[config.mk]
export PLATFORM = sky130hd
export DESIGN_NAME = ieee754_stream_argmax
export DESIGN_NICKNAME = d
export VERILOG_FILES = /design/src/rtl/ieee754_pkg.sv /design/src/rtl/ieee754_order_key.sv /design/src/rtl/ieee754_stream_argmax.sv
export SDC_FILE = /design/constraint.sdc
export NUM_CORES = 1
export LEC_CHECK = 0
export CORE_MARGIN = 2
export CORE_UTILIZATION = 57
export DETAILED_ROUTE_END_ITERATION = 6
export GPL_TIMING_DRIVEN = 0
export PLACE_DENSITY = 0.86
export SLEW_MARGIN = 20
export SYNTH_ARGS = -nofsm -noshare
export SYNTH_HDL_FRONTEND = slang
export SYNTH_HIERARCHICAL = 1
export SYNTH_SLANG_ARGS = --single-unit
[constraint.sdc]
create_clock -name clk -period 7.45 [get_ports clk]
set_clock_uncertainty 0.1 [all_clocks]
set_input_delay 1.49 -clock clk [delete_from_list [all_inputs] [get_ports clk]]
set_output_delay 1.49 -clock clk [all_outputs]
set_load 0.02 [all_outputs]
[src/rtl/ieee754_pkg.sv]
`default_nettype none
// ============================================================================
// Module : ieee754_pkg
// Brief  : Shared IEEE-754 single-precision helpers for the argmax reducer.
// Rev    : 1.0  initial release
// ============================================================================
package ieee754_pkg;

    localparam logic [31:0] FP_QNAN     = 32'h7FC0_0000;
    localparam logic [7:0]  FP_EXP_ALL1 = 8'hFF;

    typedef enum logic [1:0] {
        FIRST = 2'd0,
        ACC   = 2'd1,
        DONE  = 2'd2
    } state_t;

    function automatic logic is_nan(input logic [31:0] x);
        return (x[30:23] == FP_EXP_ALL1) && (x[22:0] != 23'd0);
    endfunction

    // Monotonic unsigned key: -0 sorts just below +0, negatives invert fully.
    function automatic logic [31:0] fp_order_key(input logic [31:0] x);
        return x[31] ? ~x : {1'b1, x[30:0]};
    endfunction

endpackage
`default_nettype wire

[src/rtl/ieee754_order_key.sv]
`default_nettype none
// ============================================================================
// Module : ieee754_order_key
// Brief  : Combinational ordering key and NaN flag for one IEEE-754 single.
// Rev    : 1.0  initial release
// ============================================================================
module ieee754_order_key
    import ieee754_pkg::*;
(
    input  logic [31:0] i_data,
    output logic [31:0] o_key,
    output logic        o_is_nan
);

    assign o_key    = fp_order_key(i_data);
    assign o_is_nan = is_nan(i_data);

endmodule
`default_nettype wire

[src/rtl/ieee754_stream_argmax.sv]
`default_nettype none
// ============================================================================
// Module : ieee754_stream_argmax
// Brief  : Streaming max/min reducer returning extreme value, index, count.
// Rev    : 1.0  initial release
// ============================================================================
module ieee754_stream_argmax
    import ieee754_pkg::*;
#(
    parameter int IDX_W    = 16,
    parameter bit MODE_MIN = 1'b0
) (
    input  logic             clk,
    input  logic             rst_n,
    input  logic             s_valid,
    output logic             s_ready,
    input  logic [31:0]      s_data,
    input  logic             s_last,
    output logic             m_valid,
    input  logic             m_ready,
    output logic [31:0]      m_value,
    output logic [IDX_W-1:0] m_idx,
    output logic [IDX_W-1:0] m_count,
    output logic             m_nan_seen,
    output logic             m_sat
);

    state_t             r_state;
    state_t             w_state_nxt;

    logic [31:0]        r_cur;
    logic [31:0]        r_cur_key;
    logic [IDX_W-1:0]   r_cur_idx;
    logic [IDX_W-1:0]   r_cnt;
    logic               r_valid_cur;
    logic               r_nan;
    logic               r_sat;

    logic [31:0]        w_key;
    logic               w_is_nan;
    logic               w_beat;
    logic               w_win;
    logic               w_take;
    logic               w_cnt_full;
    logic [IDX_W-1:0]   w_cnt_nxt;
    logic               w_all_nan;

    ieee754_order_key u_key (
        .i_data   (s_data),
        .o_key    (w_key),
        .o_is_nan (w_is_nan)
    );

    // Strict comparison so ties keep the earliest index.
    generate
        if (MODE_MIN) begin : g_min
            assign w_win = (w_key < r_cur_key);
        end else begin : g_max
            assign w_win = (w_key > r_cur_key);
        end
    endgenerate

    assign w_beat     = s_valid && s_ready;
    assign w_take     = !w_is_nan && (!r_valid_cur || w_win);
    assign w_cnt_full = &r_cnt;
    assign w_cnt_nxt  = w_cnt_full ? r_cnt : r_cnt + 1'b1;

    always_ff @(posedge clk or negedge rst_n) begin
        if (!rst_n) begin
            r_state <= FIRST;
        end else begin
            r_state <= w_state_nxt;
        end
    end

    always_comb begin
        w_state_nxt = r_state;
        s_ready     = 1'b0;
        m_valid     = 1'b0;
        case (r_state)
            FIRST, ACC: begin
                s_ready = 1'b1;
                if (s_valid) begin
                    w_state_nxt = s_last ? DONE : ACC;
                end
            end
            DONE: begin
                m_valid = 1'b1;
                if (m_ready) begin
                    w_state_nxt = FIRST;
                end
            end
            default: w_state_nxt = FIRST;
        endcase
    end

    always_ff @(posedge clk or negedge rst_n) begin
        if (!rst_n) begin
            r_cur       <= '0;
            r_cur_key   <= '0;
            r_cur_idx   <= '0;
            r_cnt       <= '0;
            r_valid_cur <= 1'b0;
            r_nan       <= 1'b0;
            r_sat       <= 1'b0;
        end else if (w_beat) begin
            if (r_state == FIRST) begin
                r_cur       <= s_data;
                r_cur_key   <= w_key;
                r_cur_idx   <= '0;
                r_cnt       <= '0;
                r_valid_cur <= !w_is_nan;
                r_nan       <= w_is_nan;
                r_sat       <= 1'b0;
            end else begin
                r_cnt <= w_cnt_nxt;
                r_nan <= r_nan | w_is_nan;
                if (w_cnt_full) begin
                    r_sat <= 1'b1;
                end
                if (w_take) begin
                    r_cur       <= s_data;
                    r_cur_key   <= w_key;
                    r_cur_idx   <= w_cnt_nxt;
                    r_valid_cur <= 1'b1;
                end
            end
        end else if (m_valid && m_ready) begin
            r_valid_cur <= 1'b0;
            r_nan       <= 1'b0;
            r_sat       <= 1'b0;
        end
    end

    // An all-NaN packet reports a canonical quiet NaN at index 0.
    assign w_all_nan  = (r_state == DONE) && !r_valid_cur;
    assign m_value    = w_all_nan ? FP_QNAN : r_cur;
    assign m_idx      = w_all_nan ? '0 : r_cur_idx;
    assign m_count    = r_cnt;
    assign m_nan_seen = r_nan;
    assign m_sat      = r_sat;

endmodule
`default_nettype wire

* Word-level counts from Yosys, hierarchy flattened
Cells that the tools add are included.
Operators by class: order comparisons 1, bitwise logic cells 2, reduce and logical (&&, ||, !) cells 18, muxes and demuxes 26, $add $sub $neg 1, equal/unequal tests 7
Operator list (number):
- 32-bit 2-to-1 mux | 6
- 16-bit 2-to-1 mux | 5
- 32-bit greater-than comparator | 1
- 32-bit NOT | 1
- 23-bit nonzero test | 1
- 16-bit by 1-bit adder with 16-bit output (second input constant) | 1
- 16-bit AND reduction | 1
- 1-bit 2-to-1 mux | 11
- 8-bit == test (second input constant) | 1
- 2-bit AND reduction | 4
- 2-bit 2-to-1 mux | 3
- 3-bit by 1-bit inequality test with 1-bit output (second input constant) | 2
- 1-bit logical AND | 5
- 2-bit inequality test (second input constant) | 2
- 2-bit one-hot mux with 2 select lines | 1
- 2-bit nonzero test | 2
- 2-bit by 1-bit == test with 1-bit output (second input constant) | 1
- 2-bit == test (second input constant) | 1
- 1-bit logical NOT | 2
- 2-bit logical NOT | 1
- 2-bit OR reduction | 1
- 1-bit logical OR | 1
- 1-bit OR | 1
Word-level totals: output and inout bits 68, flip-flop bits (word level) 101, input bits 37, logic and storage cells 63

* Logic depth before layout (Yosys ltp)
Gate-level depths: netlist of run 1.
word-level depth 8, depth in mapped cells 12, mapped depth without buffers 9

* Cells and area by module
The synthesis of run 1 kept the hierarchy.
Modules (own cells, without submodules):
- ieee754_stream_argmax | area an instance 5454.0 µm², instances 1, sequential area each 2527.4 µm², cells each 493
- ieee754_order_key | area an instance 391.6 µm², instances 1, sequential area each 0.0 µm², cells each 48

* Worst setup path after synthesis of run 1
OpenSTA, ideal clock, no wires.
path kind input to register, start in s_data[31], end reg r_cur[0], setup time 0.125 ns, buffers on the path 3, path slack 3.276 ns, arrival 3.950 ns, data required time 7.225 ns, stages 11, cells stage by stage buf_2 buf_4 xor2_1 ha_1 a211oi_1 o221ai_1 a2111oi_2 a31oi_2 o211ai_4 buf_8 mux2_2
On the way: elaborated cells on any way between the ends 7, those cells by class order compare: 1; mux: 1; bitwise: 1; reduce/logical: 4
RTL lines:
- start, declared | line ieee754_stream_argmax.sv:17 | input logic [31:0] s_data,
- 32-bit 2-to-1 mux | line ieee754_pkg.sv:24 | return x[31] ? ~x : {1'b1, x[30:0]};
- named net w_key[28] | line ieee754_stream_argmax.sv:39 | logic [31:0] w_key;
- 32-bit greater-than comparator | line ieee754_stream_argmax.sv:59 | assign w_win = (w_key > r_cur_key);
- 1-bit logical OR | line ieee754_stream_argmax.sv:64 | assign w_take = !w_is_nan && (!r_valid_cur || w_win);
- 1-bit logical AND | line ieee754_stream_argmax.sv:64
- 2-bit nonzero test (no line)
- 2-bit AND reduction (no line)
- end signal, assigned | line ieee754_stream_argmax.sv:108 | r_cur <= s_data;
- end signal, assigned | line ieee754_stream_argmax.sv:122 | r_cur <= s_data;
- end, declared | line ieee754_stream_argmax.sv:31 | logic [31:0] r_cur;
The timed path passes the listed nets, and every way through them passes these cells. A chain may end at the register's enable or synchronous reset.

* Worst setup path after layout of run 1
start in s_data[31], end reg r_cur[5]
Same word-level chain as after synthesis.

==> results of run 1 <==
==> cells in the mapped netlist (all sizes together), types with 4 or more instances <==
library cell | count | area [µm²]
a32o | 5 | 50.1
or2 | 10 | 62.6
and3 | 6 | 37.5
o2bb2ai | 12 | 105
nand2 | 31 | 116
xnor2 | 7 | 61.3
ha | 33 | 413
o21ai | 20 | 100
nand3 | 10 | 50.1
inv | 42 | 158
o211ai | 5 | 51.3
buf | 13 | 153
clkbuf | 10 | 37.5
a21oi | 22 | 110
a21o | 6 | 45.0
nand2b | 4 | 25.0
mux2 | 64 | 758
xor2 | 33 | 289
nor2 | 18 | 67.6
nor4 | 9 | 81.3
nand4 | 10 | 62.6
nor2b | 41 | 257
dfrtp | 101 | 2530
==> how the worst max path moves through the flow <==
stage	from	end	slack, ns	depth (start not counted)
global route	s_data[31]	r_cur[5]	2.50	12
detailed placement	s_data[31]	r_cur[5]	2.29	12
floorplan	s_data[31]	r_cur[0]	3.28	11
CTS	s_data[31]	r_cur[5]	2.67	12
global placement	rst_n	r_cur[24]	1.02	1
finish	s_data[31]	r_cur[5]	2.64	12
==> registers in the layout, indices dropped and copies added (netlist names) <==
register / flops
m_sat: 1
m_nan_seen: 1
r_cur: 32
r_valid_cur: 1
m_count: 16
r_cur_idx: 16
r_state: 2
r_cur_key: 32
==> layout make-up <==
type	instances	area [µm²]
buffer	23	190
clock inverter	6	86.3
clock buffer	10	138
fill	648	2560
tap	133	166
multi-input combinational	375	2970
sequential	101	2530
inverter	42	158
timing repair buffer	105	1070
==> per-stage QoR <==
step	instance area (µm²)	setup WS, ns	util (%)	power, µW
floorplan	5850	3.28	-	1550
global placement	7050	1.02	71.5	1880
detailed placement	7080	2.29	71.8	1940
CTS	7310	2.67	74.1	2340
global route	7310	2.50	74.1	2480
finish	7310	2.64	74.1	2330
==> per-layer routing <==
metal	GRT usage (%)	vias to the layer above	wire length [µm]
met1	32.4	2166	5730
met5	0	-	0
met3	3.53	23	587
li1	-	2120	-
met2	41.1	124	6560
met4	12.3	0	338
==> cells in the final DEF, fill, tap and decap left out, types with 4 or more instances in the layout <==
cell type	n
o2bb2ai_1	12
o21ai_0	19
nand2_1	31
nor4_1	5
xor2_1	33
o211ai_1	4
a32o_1	5
clkbuf_1	10
dfrtp_1	101
nand4_1	10
mux2_2	53
or2_2	10
inv_1	42
a21o_1	6
and3_1	6
clkbuf_8	10
buf_8	8
ha_1	33
nor2_1	18
nand2b_1	4
nor2b_1	41
a21oi_1	22
clkdlybuf4s50_1	103
nor4_2	4
xnor2_1	7
mux2_4	10
nand3_1	10
==> cell families (layout without fill, tap and decap cells) <==
family | after synthesis | count (layout)
adder cells (fa/ha/maj) | 33 | 33
XOR/XNOR | 40 | 40
flip-flops | 101 | 101
AO/OA/AOI/OAI | 89 | 89
buffers and inverters | 65 | 186
multiplexers | 66 | 66
AND/OR/NAND/NOR | 147 | 147
==> worst max-delay path: stages <==
cell and delay, ns:
clkdlybuf4s50_1 0.48, buf_2 0.18, buf_4 0.23, xor2_1 0.21, ha_1 0.27, o21ai_0 0.18, o221ai_1 0.21, a2111oi_2 0.42
a31oi_2 0.22, o211ai_4 0.48, buf_8 0.22, mux2_2 0.35
==> report_power, final <==
group / total (µW) / switching, µW / internal [µW]
Combinational: 1100 / 524 / 577
Clock: 390 / 192 / 198
Sequential: 835 / 98.3 / 737
==> metrics.yaml, run 1 <==
worst_hold_path:
  hold_class: "flop to flop"
  min_from: "r_cur_idx[7]"
  hold-path-cell-count: 1
  whs_endpoint: "r_cur_idx[7]"
cells_and_area:
  syn2layout_area_growth_pct: 25.0
  final_nets: 727
  drive_above_1_share_pct: 16.9
  diodes: 0
  fin_cells: 795
clock_tree:
  ctsHoldBuffers: 0
  clkLatencyLatePin_ns: 0.38
  cts_root_buf: "clkbuf_8"
  cts_made_buffers: 9
  clock_path_buffers: 2
  cts_tree: "yes"
  postCtsSetupBuffers: 0
  htree_levels: 3
  cts-resized-gates: 0
  cts.clk_slew.worst_paths_ns: 0.10
  cts_sinks: 101
yosys:
  synthSimpleGateAreaFrac_pct: 13.9
  synth_edf_count: 0
  netlist_area_mm2: 0.00585
  yosysWarnings: 6
  syn_nets: 611
  syn_area_per_cell_um2: 10.8
  ys_async_sr_fraction_pct: 100
  synth_top_family_by_area: "simple AND/OR/NAND/NOR gates"
  synth_xor_area_share_pct: 5.99
  netlist_instances: 541
  yosysUniqueCellTypes: 48
  synth-compound-area-share_pct: 10.6
  ys_seq_area_share_pct: 43.2
  ys_ff_latch: 101
  ys.flop_type: "dfrtp_1"
  synth.area.mux_share_pct: 13.3
  synthAdderAreaFrac_pct: 7.06
floorplan:
  rows: 36
  dieHeight_um: 105
  io_pins: 105
  die_area_mm2: 0.0111
  die_w_um: 105
  core-area_mm2: 0.00986
  start_util_pct: 59.3
setup_path:
  crit_fanout: 10
  critical_path_arrival_ns: 4.96
  regToRegStartpoint: "r_cur_key[29]"
  cp-end-kind: "flop"
  crit_required_ns: 7.61
  r2r-end: "r_cur[5]"
  path_class: "primary input to flop"
  cp-start-kind: "primary input"
  r2r_slack_ns: 4.39
  r2r_cells: 9
timing:
  setup_tns_ns: 0
  relSlewSlack_pct: 53.9
  hold_violations: 0
  post-route-min-period_ns: 4.81
  slew_violations: 0
  rsz0062_at_grt: "no"
  tightest_slew_ns: 0.689
  fmax_mhz: 208
  timing.hold.ws_ns: 0.389
  fin_crit_sh_pct: 64.5
  setup_viol: 0
power_and_ir_drop:
  max-vdd-ir-drop_v: 0.000211
  p_leak_uw: 0.00331
  powerDensity_mw_per_mm2: 318
routing:
  post_drt_wl_per_cell_um: 16.6
  drt-initial-drc-count: 224
  vias: 4433
  drtPass1Iterations: 5
  routed_via_density: 5.58
  wl_mm: 13.2
  ant_nets: 0
  route.detailed.drc: 0
global_routing:
  grt_overflow_total: 0
  grt_usage_pct: 25.0
  grt_pass1_wl_mm: 22.0
  grt_pass1_vias: 4494
  grt_max_degree: 66
  antenna_found_initial: 0
place:
  place.gp.congestion: 0.926
  portBuffers: 104
  detailed_place_hpwl_mm: 9.84
  dp.cells: 779
outcome:
  outcome: "complete, no violations"
run:
  maxCapViolCount: 0
No activity file was read; power rests on OpenSTA's default activity.
==> run 2, diff against run 1 <==
--- a/config.mk
+++ b/config.mk
@@ -6,10 +6,10 @@
 export NUM_CORES = 1
 export LEC_CHECK = 0
 export CORE_MARGIN = 2
-export CORE_UTILIZATION = 57
+export CORE_UTILIZATION = 53
 export DETAILED_ROUTE_END_ITERATION = 6
 export GPL_TIMING_DRIVEN = 0
-export PLACE_DENSITY = 0.86
+export PLACE_DENSITY = 0.8
 export SLEW_MARGIN = 20
 export SYNTH_ARGS = -nofsm -noshare
 export SYNTH_HDL_FRONTEND = slang
==> constraint.sdc (replaced) <==
create_clock -name clk -period 4.8 [get_ports clk]
set_clock_uncertainty 0.1 [all_clocks]
set_input_delay 0.96 -clock clk [delete_from_list [all_inputs] [get_ports clk]]
set_output_delay 0.96 -clock clk [all_outputs]
set_load 0.02 [all_outputs]
==> metrics.yaml, run 2 (synthesis results as in run 1) <==
outcome:
  outcome: "complete, no violations"
cells_and_area:
  layout_common_cells: "clkdlybuf4s50_1 (103), dfrtp_1 (101), mux2_2 (53)"
  ff_latch_area_mm2: 0.00253
  multiInputGateArea_mm2: 0.00297
  fillers: 828
  diodes: 0
  final_common_cell: "clkdlybuf4s50_1"
  final_util_pct: 67.5
  largestRegisters: "r_cur (32), r_cur_key (32)"
  final_nets: 727
  drive_above_1_share_pct: 16.9
  syn2layout_area_growth_pct: 24.7
floorplan:
  rows: 38
  dieHeight_um: 109
  die_w_um: 109
  io_pins: 105
  core-area_mm2: 0.0108
  die_area_mm2: 0.0119
  start_util_pct: 54.2
clock_tree:
  cts_made_buffers: 9
  clock_path_buffers: 2
  clkLatencyLatePin_ns: 0.38
  cts_tree: "yes"
  ctsHoldBuffers: 0
  cts.clk_slew.worst_paths_ns: 0.09
  cts_sinks: 101
  postCtsSetupBuffers: 0
  htree_levels: 3
  cts-resized-gates: 0
  cts_root_buf: "clkbuf_8"
global_routing:
  grt_pass1_wl_mm: 22.5
  grt_pass1_vias: 4662
  grt_usage_pct: 24.5
  grt_overflow_total: 0
  grt_max_degree: 63
  antenna_found_initial: 0
timing:
  relSlewSlack_pct: 52.8
  setup_viol: 0
  slew_violations: 0
  hold_violations: 0
  fin_ws_ns: 0.516
  fin_crit_sh_pct: 89.3
  tightest_slew_ns: 0.705
  post-route-min-period_ns: 4.28
  rsz0062_at_grt: "no"
  fmax_mhz: 233
setup_path:
  cp-start-kind: "primary input"
  cp-end-kind: "flop"
  cp_slowest_stage_delay_ns: 0.55
  r2r_cells: 9
  cp_top_family: "buffers and inverters"
  crit_required_ns: 4.96
  crit_buf_inv: 4
  cp_slowest_cell: "nor4_1"
  crit_fanout: 10
  r2r-end: "r_cur_key[15]"
  path_class: "primary input to flop"
  critical_path_arrival_ns: 4.45
  regToRegStartpoint: "r_cur_key[29]"
  r2r_slack_ns: 1.75
  crit_chain: "clkdlybuf4s50_1 -> buf_2 -> buf_4 -> xor2_1 -> ha_1 -> nand4_1 -> nor4_1 -> and4_1 -> o21ai_1 -> o211ai_4 -> buf_8 -> mux2_2"
routing:
  vias: 4499
  post_drt_wl_per_cell_um: 17.1
  wl_mm: 13.7
  route.detailed.drc: 0
  routed_via_density: 5.61
  drt-initial-drc-count: 204
  ant_nets: 0
  drtPass1Iterations: 6
place:
  place.gp.congestion: 0.913
  place_ws_ns: 0.168
  detailed_place_hpwl_mm: 10.3
  portBuffers: 104
power_and_ir_drop:
  powerDensity_mw_per_mm2: 487
  p_leak_uw: 0.00328
  max-vdd-ir-drop_v: 0.000299
run:
  maxCapViolCount: 0
worst_hold_path:
  hold_class: "primary input to asynchronous set/reset pin"
run 2: worst max path at each step:
stage / slack (ns) / to / startpoint / cells after the start
after floorplan: 1.16 / r_cur[0] / s_data[31] / 11
after CTS: 0.55 / m_value[27] / r_state[0] / 7
after detailed placement: 0.17 / r_cur[4] / s_data[31] / 12
final: 0.52 / r_cur_key[15] / s_data[31] / 12
after global placement: -1.16 / r_cur[26] / rst_n / 1
after global routing: 0.37 / r_cur[24] / s_data[31] / 12
run 2: worst register-to-register path, stage by stage, from the launching register on:
cell,delay (ns)
dfrtp_1,0.35
inv_1,0.05
ha_1,0.30
a211oi_1,0.24
o221ai_1,0.24
a2111oi_2,0.39
a31oi_2,0.22
o211ai_4,0.48
buf_8,0.22
mux2_2,0.35
run 2: stage by stage:
stage	hold WS (ns)	instance area, µm²	TNS [ns]	total power (µW)	instances
floorplan	0.349	5850	0	2400	541
global placement	0.363	7060	-116.15	2930	785
detailed placement	0.367	7090	0	3020	786
CTS	0.393	7290	0	3570	802
global route	0.415	7290	0	3770	802
finish	0.379	7290	0	3550	802
run 2: per-layer routing:
layer  up-vias  wire, µm  track usage, %
li1       2115         -               -
met1      2235      5880            30.6
met2       130      7040            43.1
met3        19       588            2.69
met4         0       247            9.98
met5         -         0               0
run 2: cell type report:
cell class | instances | area share, %
inverters | 42 | 2.16
flip-flops and latches | 101 | 34.7
plain buffers | 23 | 2.61
clock buffers | 12 | 2.27
multi-input cells | 375 | 40.8
well taps | 140 | 2.40
repair buffers | 105 | 14.7
clock inverters | 4 | 0.429
run 2: power breakdown:
| part | total [µW] | internal (µW) | switching (µW) |
|---|---|---|---|
| Combinational | 1720 | 897 | 819 |
| Sequential | 1290 | 1140 | 149 |
| Clock | 541 | 232 | 308 |
| Total | 3550 | 2270 | 1280 |
==> run 3, diff against run 2 <==
--- a/config.mk
+++ b/config.mk
@@ -5,11 +5,11 @@
 export SDC_FILE = /design/constraint.sdc
 export NUM_CORES = 1
 export LEC_CHECK = 0
-export CORE_MARGIN = 2
 export CORE_UTILIZATION = 53
 export DETAILED_ROUTE_END_ITERATION = 6
 export GPL_TIMING_DRIVEN = 0
 export PLACE_DENSITY = 0.8
+export REMOVE_ABC_BUFFERS = 1
 export SLEW_MARGIN = 20
 export SYNTH_ARGS = -nofsm -noshare
 export SYNTH_HDL_FRONTEND = slang
==> metrics.yaml, run 3 (synthesis results as in run 1) <==
setup_path:
  crit_fanout: 21
  cp-start-kind: "primary input"
  cp-end-kind: "flop"
  crit_required_ns: 4.95
  path_class: "primary input to flop"
  critical_path_arrival_ns: 4.60
power_and_ir_drop:
  power.switching_uw: 1240
  p_leak_uw: 0.00327
  p_int_uw: 2290
  netSwitchingFraction_pct: 35.2
  powerDensity_mw_per_mm2: 488
  clkPwrFrac_pct: 15.9
  comb_power_share_pct: 47.4
  max-vdd-ir-drop_v: 0.000329
  seq_power_share_pct: 36.7
  p_total_uw: 3530
cells_and_area:
  fillers: 824
  final_area_mm2: 0.00724
  layout_common_cells: "clkdlybuf4s50_1 (102), dfrtp_1 (101), mux2_2 (53)"
  syn2layout_area_growth_pct: 23.9
  final_nets: 710
  largestRegisters: "r_cur (32), r_cur_key (32)"
  fin_cells: 781
  diodes: 0
  drive_above_1_share_pct: 16.3
  final_common_cell: "clkdlybuf4s50_1"
place:
  portBuffers: 104
  dp.cells: 765
  place_ws_ns: -0.0943
  detailed_place_hpwl_mm: 9.48
  dpl_cell_area_mm2: 0.00704
  place.gp.congestion: 0.842
timing:
  fmax_mhz: 225
  slew_violations: 0
  fin_crit_sh_pct: 92.7
  relSlewSlack_pct: 49.9
  post-route-min-period_ns: 4.45
  tightest_slew_ns: 0.746
  setup_viol: 0
  hold_violations: 0
  rsz0062_at_grt: "no"
  fin_ws_ns: 0.351
clock_tree:
  clock_path_buffers: 2
  cts-resized-gates: 0
  cts_tree: "yes"
  cts_root_buf: "clkbuf_8"
  clkLatencyLatePin_ns: 0.37
  cts_sinks: 101
  htree_levels: 3
  cts_made_buffers: 9
  postCtsSetupBuffers: 0
  cts.clk_slew.worst_paths_ns: 0.09
  ctsHoldBuffers: 0
global_routing:
  antenna_found_initial: 0
  grt_pass1_wl_mm: 21.5
  grt_util_met3_pct: 3.65
  grt_max_degree: 55
  grt_busiest_layer: "met2"
  grt_pass1_vias: 4455
  grt_overflow_total: 0
  grt.met2_usage_pct: 40.8
  use_met1_pct: 31.5
  grt_usage_pct: 23.9
routing:
  route.detailed.drc: 0
  routed_via_density: 5.59
  drtPass1Iterations: 5
  wl_mm: 12.7
  vias: 4364
  post_drt_wl_per_cell_um: 16.3
  drt-initial-drc-count: 179
  ant_nets: 0
floorplan:
  rows: 37
  core-area_mm2: 0.0105
  die_w_um: 107
  dieHeight_um: 107
  die_area_mm2: 0.0115
  io_pins: 105
  start_util_pct: 55.6
run:
  maxCapViolCount: 0
outcome:
  outcome: "complete, no violations"
worst_hold_path:
  hold_class: "flop to flop"
==> run 3: worst paths after layout <==
check	startpoint	end	slack, ns	depth (start not counted)
worst max-delay path	s_data[31]	r_cur[17]	0.35	13
worst min-delay path	r_cur_idx[7]	r_cur_idx[7]	0.39	1
worst max register to register	r_cur_key[29]	r_cur[17]	1.33	11
worst min register to register	r_cur_idx[7]	r_cur_idx[7]	0.39	1
max in group asynchronous	rst_n	r_cur_key[20]	3.55	2
min in group asynchronous	rst_n	r_cur[2]	0.41	1
==> run 3: power by group through the flow <==
stage | logic (µW) | clock network, µW | registers [µW]
global route | 1840 | 607 | 1340
detailed placement | 1680 | 0 | 1310
CTS | 1690 | 574 | 1300
finish | 1680 | 560 | 1300
floorplan | 1080 | 0 | 1270
global placement | 1580 | 0 | 1290
==> run 3: final cells by class <==
class                      count  area, µm²  area share (%)
clock buffer                  12        145            2.00
clock inverter                 4       56.3           0.777
inverter                      42        158            2.18
multi-input combinational    375       2980            41.1
sequential                   101       2530            34.9
tap                          136        170            2.35
timing repair buffer         111       1210            16.7
==> run 3: critical path, stage by stage <==
cell and delay, ns:
buf_2 0.35, buf_12 0.24, xor2_1 0.20, ha_1 0.27, a211oi_1 0.23, o221ai_1 0.24
a2111oi_2 0.41, a31oi_2 0.22, o211ai_4 0.48, buf_8 0.24, buf_16 0.19, buf_16 0.18
mux2_2 0.35
==> run 3: stage by stage <==
| step | hold WS, ns | TNS, ns | util (%) |
|---|---|---|---|
| final | 0.390 | 0 | 68.9 |
| after global routing | 0.413 | 0 | 68.9 |
| after CTS | 0.393 | 0 | 68.9 |
| after detailed placement | 0.367 | -1.63 | 67.0 |
| after global placement | 0.363 | -292.91 | 65.3 |
| after floorplan | 0.349 | 0 | - |
==> run 3: per-layer routing <==
layer | share of wire, % | wire (µm) | up-vias
li1 | - | - | 2081
met1 | 44 | 5600 | 2139
met2 | 50 | 6410 | 130
met3 | 4.5 | 572 | 14
met4 | 1.2 | 158 | 0
met5 | 0 | 0 | -
